File: config.mk
export PLATFORM = sky130hd
export DESIGN_NAME = inst_fetch_flat
export DESIGN_NICKNAME = d
export VERILOG_FILES = /design/src/rtl/inst_fetch_if.sv /design/src/rtl/inst_fetch.sv /design/src/flat_wrapper.sv
export SDC_FILE = /design/constraint.sdc
export NUM_CORES = 1
export LEC_CHECK = 0
export ABC_AREA = 1
export CORE_MARGIN = 5
export CORE_UTILIZATION = 31
export CTS_BUF_LIST = sky130_fd_sc_hd__clkbuf_16
export CTS_CLUSTER_SIZE = 12
export DETAILED_ROUTE_END_ITERATION = 6
export PLACE_DENSITY = 0.53
export SYNTH_ARGS = -nofsm -noshare
export SYNTH_HDL_FRONTEND = slang
export SYNTH_SLANG_ARGS = --single-unit
File: constraint.sdc
create_clock -name clk -period 1.7 [get_ports clk]
set_clock_uncertainty 0.2 [all_clocks]
set_input_delay 0.51 -clock clk [delete_from_list [all_inputs] [get_ports clk]]
set_output_delay 0.51 -clock clk [all_outputs]
set_load 0.01 [all_outputs]
File: src/rtl/inst_fetch_if.sv
// inst_fetch_if: instruction-memory request/response channel between fetch and memory.
interface inst_fetch_if;
  logic        req;
  logic [31:0] addr;
  logic        ack;
  logic [31:0] rdata;
  modport master (output req, output addr, input ack, input rdata);
  modport slave (input req, input addr, output ack, output rdata);
endinterface

File: src/rtl/inst_fetch.sv
// inst_fetch: IF stage with a one-entry back-pressure buffer and in-flight request draining.
module inst_fetch (
  input  logic                clk,
  input  logic                rst,
  input  logic [5:0]          stall,
  input  logic                flush_i,
  input  logic [31:0]         pc_i,
  input  logic                ce_i,
  inst_fetch_if.master        imem,
  output logic                stallreq_o,
  output logic [31:0]         id_pc_o,
  output logic [31:0]         id_inst_o
);
  typedef enum logic [1:0] {IDLE, FETCH, READY, DRAIN} state_e;
  state_e      state_q, state_d;
  logic [31:0] req_addr_q, buf_pc_q, buf_inst_q;
  logic [31:0] id_pc_q, id_inst_q, id_pc_d, id_inst_d;
  logic        fetch_ack;
  logic        unused_stall;
  assign unused_stall = ^{stall[5:3], stall[0]};
  assign id_pc_o = id_pc_q;
  assign id_inst_o = id_inst_q;
  always_ff @(posedge clk)
    if (rst) state_q <= IDLE;
    else state_q <= state_d;
  // An unacked request must stay on the bus, so flush without ack drains it first.
  always_comb begin
    state_d = state_q;
    unique case (state_q)
      IDLE:    state_d = ce_i ? FETCH : IDLE;
      FETCH:   state_d = (flush_i && !imem.ack) ? DRAIN :
                         !ce_i ? IDLE :
                         (imem.ack && stall[1] && !flush_i) ? READY : FETCH;
      READY:   state_d = !ce_i ? IDLE : (flush_i || !stall[1]) ? FETCH : READY;
      DRAIN:   state_d = !imem.ack ? DRAIN : ce_i ? FETCH : IDLE;
      default: state_d = IDLE;
    endcase
  end
  always_comb begin
    fetch_ack = state_q == FETCH && imem.ack;
    imem.req = !rst && (state_q == FETCH || state_q == DRAIN);
    imem.addr = (state_q == DRAIN) ? req_addr_q : pc_i;
    stallreq_o = !rst && (state_q == DRAIN || (state_q == FETCH && !imem.ack));
    id_pc_d = flush_i ? '0 :
              stall[1] ? (stall[2] ? id_pc_q : '0) :
              fetch_ack ? pc_i :
              (state_q == READY) ? buf_pc_q : '0;
    id_inst_d = flush_i ? '0 :
                stall[1] ? (stall[2] ? id_inst_q : '0) :
                fetch_ack ? imem.rdata :
                (state_q == READY) ? buf_inst_q : '0;
  end
  always_ff @(posedge clk)
    if (rst) begin
      req_addr_q <= '0;
      buf_pc_q <= '0;
      buf_inst_q <= '0;
      id_pc_q <= '0;
      id_inst_q <= '0;
    end else begin
      id_pc_q <= id_pc_d;
      id_inst_q <= id_inst_d;
      if (state_q == FETCH) req_addr_q <= pc_i;
      if (fetch_ack && stall[1] && !flush_i) begin
        buf_pc_q <= pc_i;
        buf_inst_q <= imem.rdata;
      end
    end
endmodule

File: src/flat_wrapper.sv
// flat-port wrapper written by rule: the top's interface ports become plain ports
module inst_fetch_flat 
  (clk, rst, stall, flush_i, pc_i, ce_i, stallreq_o, id_pc_o, id_inst_o, imem_req, imem_addr, imem_ack, imem_rdata);
  inst_fetch_if imem_i ();
  input  logic clk;
  input  logic rst;
  input  logic [5:0] stall;
  input  logic flush_i;
  input  logic [31:0] pc_i;
  input  logic ce_i;
  output logic stallreq_o;
  output logic [31:0] id_pc_o;
  output logic [31:0] id_inst_o;
  output wire logic [$bits(imem_i.req)-1:0] imem_req;
  output wire logic [$bits(imem_i.addr)-1:0] imem_addr;
  input wire logic [$bits(imem_i.ack)-1:0] imem_ack;
  input wire logic [$bits(imem_i.rdata)-1:0] imem_rdata;
  assign imem_req = imem_i.req;
  assign imem_addr = imem_i.addr;
  assign imem_i.ack = imem_ack;
  assign imem_i.rdata = imem_rdata;
  inst_fetch u_core (.clk(clk), .rst(rst), .stall(stall), .flush_i(flush_i), .pc_i(pc_i), .ce_i(ce_i), .imem(imem_i), .stallreq_o(stallreq_o), .id_pc_o(id_pc_o), .id_inst_o(id_inst_o));
endmodule
==> impl_results.md, run 1 <==
* Status: complete, but fails checks
* Failing checks: negative setup slack
* Starting density of the core at 31.2%
* Placeable Area at 22,500 um2
* Flop2flop setup slack at -340 ps
* Post-route DRC at 0
* CTS HTree Levels at 4
* Max Fanout on Critical Path at 6
* Most frequent cells after synthesis: nand2_1 (481), dfxtp_1 (162), a21oi_1 (124)
* Hold Crit Start: u_core.id_inst_o[13]
* Inserted Clock Buffers at 17
* Yosys warns at 0
* Area Overhead vs Synth at 74.7%
* Mapped Area at 7030 um2
* Top delay family on crit path: buffers and inverters
* Sequential element share of the synthesized area at 46.2%
* Area post-placement at 9520 um2
* Initial antenna violation count at 4
* Fillers at 2,091
* Setup violators final at 195
* Post-route setup slack at -434 ps
* Setup crit start kind: flop
* Post-synth EDFFs at 0
* Largest net degree at the start of global routing at 65
* Final Cycle Share at 126%
* Critical Path AT at 1420 ps
* Critical Path End Type: output port
* Primary FF master, synth: dfxtp_1
* TritonCTS Sinks at 162
* 1st-iter DRT viols at 473
* Worst Reg2Reg Path Length in Cells at 14
* CTS tree: built
* Min-Delay Path Class: flop to flop
* Die Area at 25,800 um2
* Nets at 1,370
* R2r endpoint: u_core.buf_inst_q[23]
* Vias in the first global route at 7,861
* Largest stage delay on the critical path at 330 ps
* Routed WL at 29,300 um
* CTS Hold Bufs at 0
* Critical-path cell list: nand2_4 > inv_8 > buf_12 > buf_16 > nand2_2 > nand2_1 > buf_2
* Kind of critical path: flop to output port
* Cell count after synthesis at 1,053
* GRT overflow at 0
* Worst VDD drop at 0.623 mV
* Mapped Nets at 1,128
* Via count at 8,120
* Netlist cell types at 18
* Final TNS setup at -42,950 ps
* Rows at 55
* Max Cap Viol at 0
* Root buffer cell: clkbuf_16
* Clock Tree Buf Depth at 2
* Num ports at 173
* Die H at 161 um
* Critical path's slowest cell: dfxtp_2
* Seq cells post-synth at 162
* Dominant cells by area after synthesis: dfxtp_1 (46%), nand2_1 (26%), a21oi_1 (8.8%)
* Actual slew at the worst max-slew pin at 654 ps
* Power density over the cells at 777 nW/um2
* HPWL Detailed at 15,300 um
* Yosys top cell area share at 46.2%
* GRT Total Usage at 21.5%
* Buffers & Inverters on Critical Path at 4
* Post-route cell area at 12,300 um2
* Tmin final at 2130 ps
* RSZ-0062 raised after global routing: yes
* Pre-antenna DRT Iters at 5
* Slew Viols, Final at 0
* Wire per inst at 18.4 um
* Die width at 161 um
* Count leader, synth: nand2_1
* Placer Congestion at 0.731
* Req. time, crit path at 990 ps
* LEAKAGE at 5.55 nW
* Final hold vios at 0
* Worst-Skew Late Latency at 420 ps
* Hold-critical path endpoint: u_core.id_inst_o[13]
* First-pass GRT wire length at 44,200 um
* Slew margin rel. at 56.4%
* Max Freq at 469 MHz
* Clock-pin slew on the worst setup and hold paths at 60 ps
* Port Buffers at 168
* FF-to-FF Start: u_core.state_q[0]
* Share of layout cells above drive strength 1 at 44.7%
* Vias/cell at 5.09
* Depth of the worst hold-timing path at 2
* Synth Area per Inst at 6.67 um2
* Post-synth top area cell: dfxtp_1
* Asr flop ratio synth at 0%
* Detail Route Antenna Nets at 0
## sequential cells by signal (all words and copies together) (netlist names)
signal and cells:
u_core.req_addr_q 32, u_core.id_inst_o 32, u_core.state_q 2, u_core.buf_pc_q 32, u_core.buf_inst_q 32, u_core.id_pc_o 32
## cells by family after synthesis
kind of cell / Yosys count / synth area share, %
compound gates: 164 / 11.7
simple gates: 633 / 36.5
buf+inv: 94 / 5.59
flops: 162 / 46.2
## cells in the final DEF (no fill, tap or decap), drive strengths merged
| master | count |
|---|---|
| nor2 | 82 |
| dfxtp | 162 |
| bufbuf | 2 |
| clkinv | 5 |
| clkdlybuf4s15 | 9 |
| diode | 1 |
| bufinv | 2 |
| inv | 17 |
| buf | 223 |
| a21oi | 124 |
| nand4 | 65 |
| nand2 | 481 |
| clkinvlp | 2 |
| nand3 | 5 |
| o21ai | 39 |
| clkbuf | 21 |
| o21a | 1 |
| clkdlybuf4s50 | 68 |
## worst reg2reg max path: stages, from the launching register on
cell     delay [ps]
dfxtp_2         330
buf_4           130
buf_6           110
inv_4            60
buf_6           120
nor2_4           40
buf_6           120
inv_6            60
nor2_4           40
buf_12          130
buf_12          120
buf_12          130
buf_16          140
o21ai_4         130
nor2_2           60
## cell type report
type | count | area [um2] | share of cell area, %
Clock buffer | 17 | 425 | 3.47
Antenna cell | 1 | 2.50 | 0.0204
Multi-Input combinational cell | 797 | 4570 | 37.2
Sequential cell | 162 | 3270 | 26.6
Tap cell | 285 | 357 | 2.91
Timing Repair Buffer | 306 | 3430 | 28.0
Inverter | 11 | 63.8 | 0.520
Clock inverter | 15 | 156 | 1.27
## what timing repair did
action,CTS,global route
setup endpoints to repair,221,205
endpoints found under the hold margin,0,0
gates cloned,26,4
pin swaps,9,76
resized for setup,532,343
setup buffers,36,17
## worst max-delay path by stage
stage                            startpoint             to  slack, ps  depth (start not counted)
after detailed placement           pc_i[23]  imem_addr[23]       -740                          4
final                     u_core.state_q[1]  imem_addr[17]       -430                          7
after CTS                 u_core.state_q[0]   imem_addr[2]       -430                          7
after global routing      u_core.state_q[1]  imem_addr[24]       -500                          7
after floorplan                         rst     stallreq_o        -10                          3
after global placement             pc_i[23]  imem_addr[23]       -730                          4
## power breakdown
part / leakage [nW] / switching [W] / internal, W
sequential: 1.32 / 0.0000794 / 0.00390
clock: 0.285 / 0.00170 / 0.00218
combinational: 3.94 / 0.000884 / 0.000787
## per-stage QoR
stage	hold slack, ps	power, W	cells	worst slack, ps	util, %
detailed placement	251	0.00519	1496	-737	42.3
finish	258	0.00953	1594	-434	54.5
CTS	261	0.00932	1588	-434	49.5
floorplan	240	0.00453	1053	-14.2	-
global placement	246	0.00518	1496	-733	42.3
global route	278	0.00989	1594	-503	54.5
## metal layers
metal	wire (um)	vias to the layer above	global-route usage [%]
met4	741	6	7.59
met3	1610	46	5.65
met2	14100	244	35.1
li1	-	3911	-
met1	12900	3913	27.4
met5	28	-	0
Power figures use the tool's default switching activity.
==> inputs of run 2 (changes only) <==
Settings changed: ABC_AREA 1 to not set, CORE_MARGIN 5 to not set, SLEW_MARGIN set to 20.
==> run 2 against run 1 <==
Combinational power decreased by 8%. Fmax decreased by 9.4%. Wire length shrank 14%. Synthesized area is 3.1% higher. Sequential power barely moved. Worst setup slack got worse by 220 ps. Cell count down 17%. Flip-flop and latch count stayed put. The flow still finishes with violations (negative setup slack). Synthesized cell count decreased by 26%. Register-to-register slack about the same. Die area shrank 7.0%. Largest power group unchanged.
==> impl_results.md, run 2 <==
* Vias/cell at 5.02 (-1.6%)
* Most frequent cells after synthesis: dfxtp_1 (162), nand2_1 (131), nand2b_1 (129)
* Synth Area per Inst at 9.34 um2 (+40%)
* CTS tree: built
* 1st-iter DRT viols at 248 (-48%)
* Clock-pin slew on the worst setup and hold paths at 70 ps (about the same)
* Final Cycle Share at 139% (+13 points)
* Post-route setup slack at -656 ps (-222 ps)
* Placer Congestion at 0.700 (-4.2%)
* Detail Route Antenna Nets at 0 (unchanged)
* Die width at 155 um (-3.5%)
* Failing checks: negative setup slack
* First-pass GRT wire length at 36,800 um (-17%)
* CTS HTree Levels at 4 (unchanged)
* Kind of critical path: flop to output port
* Hold Slack at 228 ps (-30.1 ps)
* Mapped Area at 7240 um2 (+3.1%)
* RSZ-0062 raised after global routing: yes
* Wire per inst at 19.0 um (+3.4%)
* Commonest non-fill, non-tap cell in the layout: nand2b_1
* Port Buffers at 168 (unchanged)
* Critical Path End Type: output port
* Mapped Nets at 850 (-25%)
* Setup violators final at 196 (+0.51%)
* TritonCTS Sinks at 162 (unchanged)
* Min-Delay Path Class: input port to flop
* Inserted Clock Buffers at 17 (unchanged)
* Area Overhead vs Synth at 66.6%
* Primary FF master, synth: dfxtp_1
* Die Area at 24,000 um2 (-7.0%)
* Pre-antenna DRT Iters at 4 (-1)
* Fillers at 2,043 (-2.3%)
* Slew Viols, Final at 0 (unchanged)
* Nets at 1,077 (-21%)
* Rows at 55 (unchanged)
* Multi-input gate area at 4670 um2 (+2.2%)
* Post-synth top area cell: dfxtp_1
* Power after layout at 0.00937 W (-1.8%)
* Seq cells post-synth at 162 (unchanged)
* Cell count after synthesis at 775 (-26%)
* Max Fanout on Critical Path at 5 (-1)
* Worst-Skew Late Latency at 420 ps (about the same)
* Dominant cells by area after synthesis: dfxtp_1 (45%), nand2b_1 (11%), mux2i_1 (8.8%)
* Root buffer cell: clkbuf_16
* Actual slew at the worst max-slew pin at 673 ps (+18.6 ps)
* CTS Hold Bufs at 0 (unchanged)
* Num ports at 173 (unchanged)
* Netlist cell types at 25 (+7)
* Tmin final at 2360 ps (+222 ps)
* Post-route DRC at 0 (unchanged)
* Power density over the cells at 776 nW/um2 (about the same)
* GRT overflow at 0 (unchanged)
* Slew margin rel. at 55.2% (-1.2 points)
* Clock Tree Buf Depth at 2 (unchanged)
* Placeable Area at 22,800 um2 (+1.2%)
* Status: complete, but fails checks
* Largest net degree at the start of global routing at 81 (+25%)
* Max Cap Viol at 0 (unchanged)
* ANT cells at 0 (-1)
* Yosys top cell area share at 44.8% (-1.4 points)
* Commonest cells after routing, fill and taps aside: nand2b_1 (128), dfxtp_1 (121), nand2_1 (116)
* GRT Total Usage at 19.8% (-1.7 points)
* Vias in the first global route at 6,579 (-16%)
* Share of layout cells above drive strength 1 at 44.8% (+0.10 points)
* Reg area at 3290 um2 (+0.73%)
* Count leader, synth: dfxtp_1
* Starting density of the core at 31.8% (+0.57 points)
* HPWL Detailed at 13,300 um (-13%)
* Max Freq at 424 MHz (-9.4%)
* Req. time, crit path at 990 ps (about the same)
* Critical Path AT at 1650 ps (+230 ps)
* Sequential element share of the synthesized area at 44.8% (-1.4 points)
* Via count at 6,660 (-18%)
* Worst VDD drop at 0.413 mV (-34%)
* Yosys warns at 0 (unchanged)
* Post-synth EDFFs at 0 (unchanged)
* Routed WL at 25,300 um (-14%)
* Die H at 155 um (-3.5%)
* Initial antenna violation count at 1 (-3)
* Asr flop ratio synth at 0% (unchanged)
* Setup crit start kind: flop
* Final hold vios at 0 (unchanged)
* LEAKAGE at 4.57 nW (-18%)
## run 2: power breakdown
group          internal, W  switching (W)
clock              0.00218        0.00169
combinational     0.000800       0.000733
sequential         0.00390      0.0000619
total              0.00688        0.00248
## run 2: final cells by class
cell class,instances,area share (%)
clock buffers,17,3.53
repair buffers,288,25.9
well taps,313,3.25
multi-input cells,532,38.7
clock inverters,15,1.30
inverters,1,0.0311
flip-flops and latches,162,27.3
## run 2: path summary, 6_finish.rpt
path / start / end / slack [ps] / depth (start not counted)
worst max-delay path: u_core.state_q[1] / imem_addr[27] / -660 / 6
worst min-delay path: stall[2] / u_core.id_inst_o[22] / 230 / 3
worst max register to register: u_core.state_q[1] / u_core.buf_pc_q[27] / -350 / 8
worst min register to register: u_core.req_addr_q[1] / u_core.req_addr_q[1] / 260 / 2
## run 2: cell families after synthesis
family | after synthesis | synth area share (%)
muxes | 96 | 13.8
and+or+nand+nor | 272 | 19.0
DFF | 162 | 44.8
AOI/OAI and AO/OA | 164 | 17.0
buffers and inverters | 81 | 5.37
## run 2: timing repair
action,4_1_cts,5_1_grt
setup endpoints to repair,227,193
setup buffers,19,14
pin swaps,77,59
resized for setup,516,164
cloned,11,14
## run 2: critical path, stage by stage (launching register included)
cell and delay [ps]:
dfxtp_2 330, nand2_4 90, buf_12 130, buf_12 100
buf_12 100, mux2_2 340, buf_6 120
## run 2: layer usage
metal  part of all wire, %  vias to the layer above  track usage (%)
met2                    48                      166             32.8
met4                   1.4                        2             5.94
li1                      -                     3230                -
met3                   4.3                       24             3.87
met1                    46                     3238             25.9
met5                 0.047                        -                0
## run 2: metrics by stage
step | util [%] | worst slack, ps | instance area (um2) | cells | TNS [ps]
floorplan | - | -39.1 | 7330 | 775 | -2320
global route | 53.0 | -701 | 12100 | 1328 | -67010
global placement | 42.6 | -772 | 9710 | 1243 | -109860
finish | 53.0 | -656 | 12100 | 1328 | -56270
detailed placement | 42.6 | -772 | 9710 | 1243 | -113520
CTS | 48.4 | -711 | 11000 | 1305 | -39790
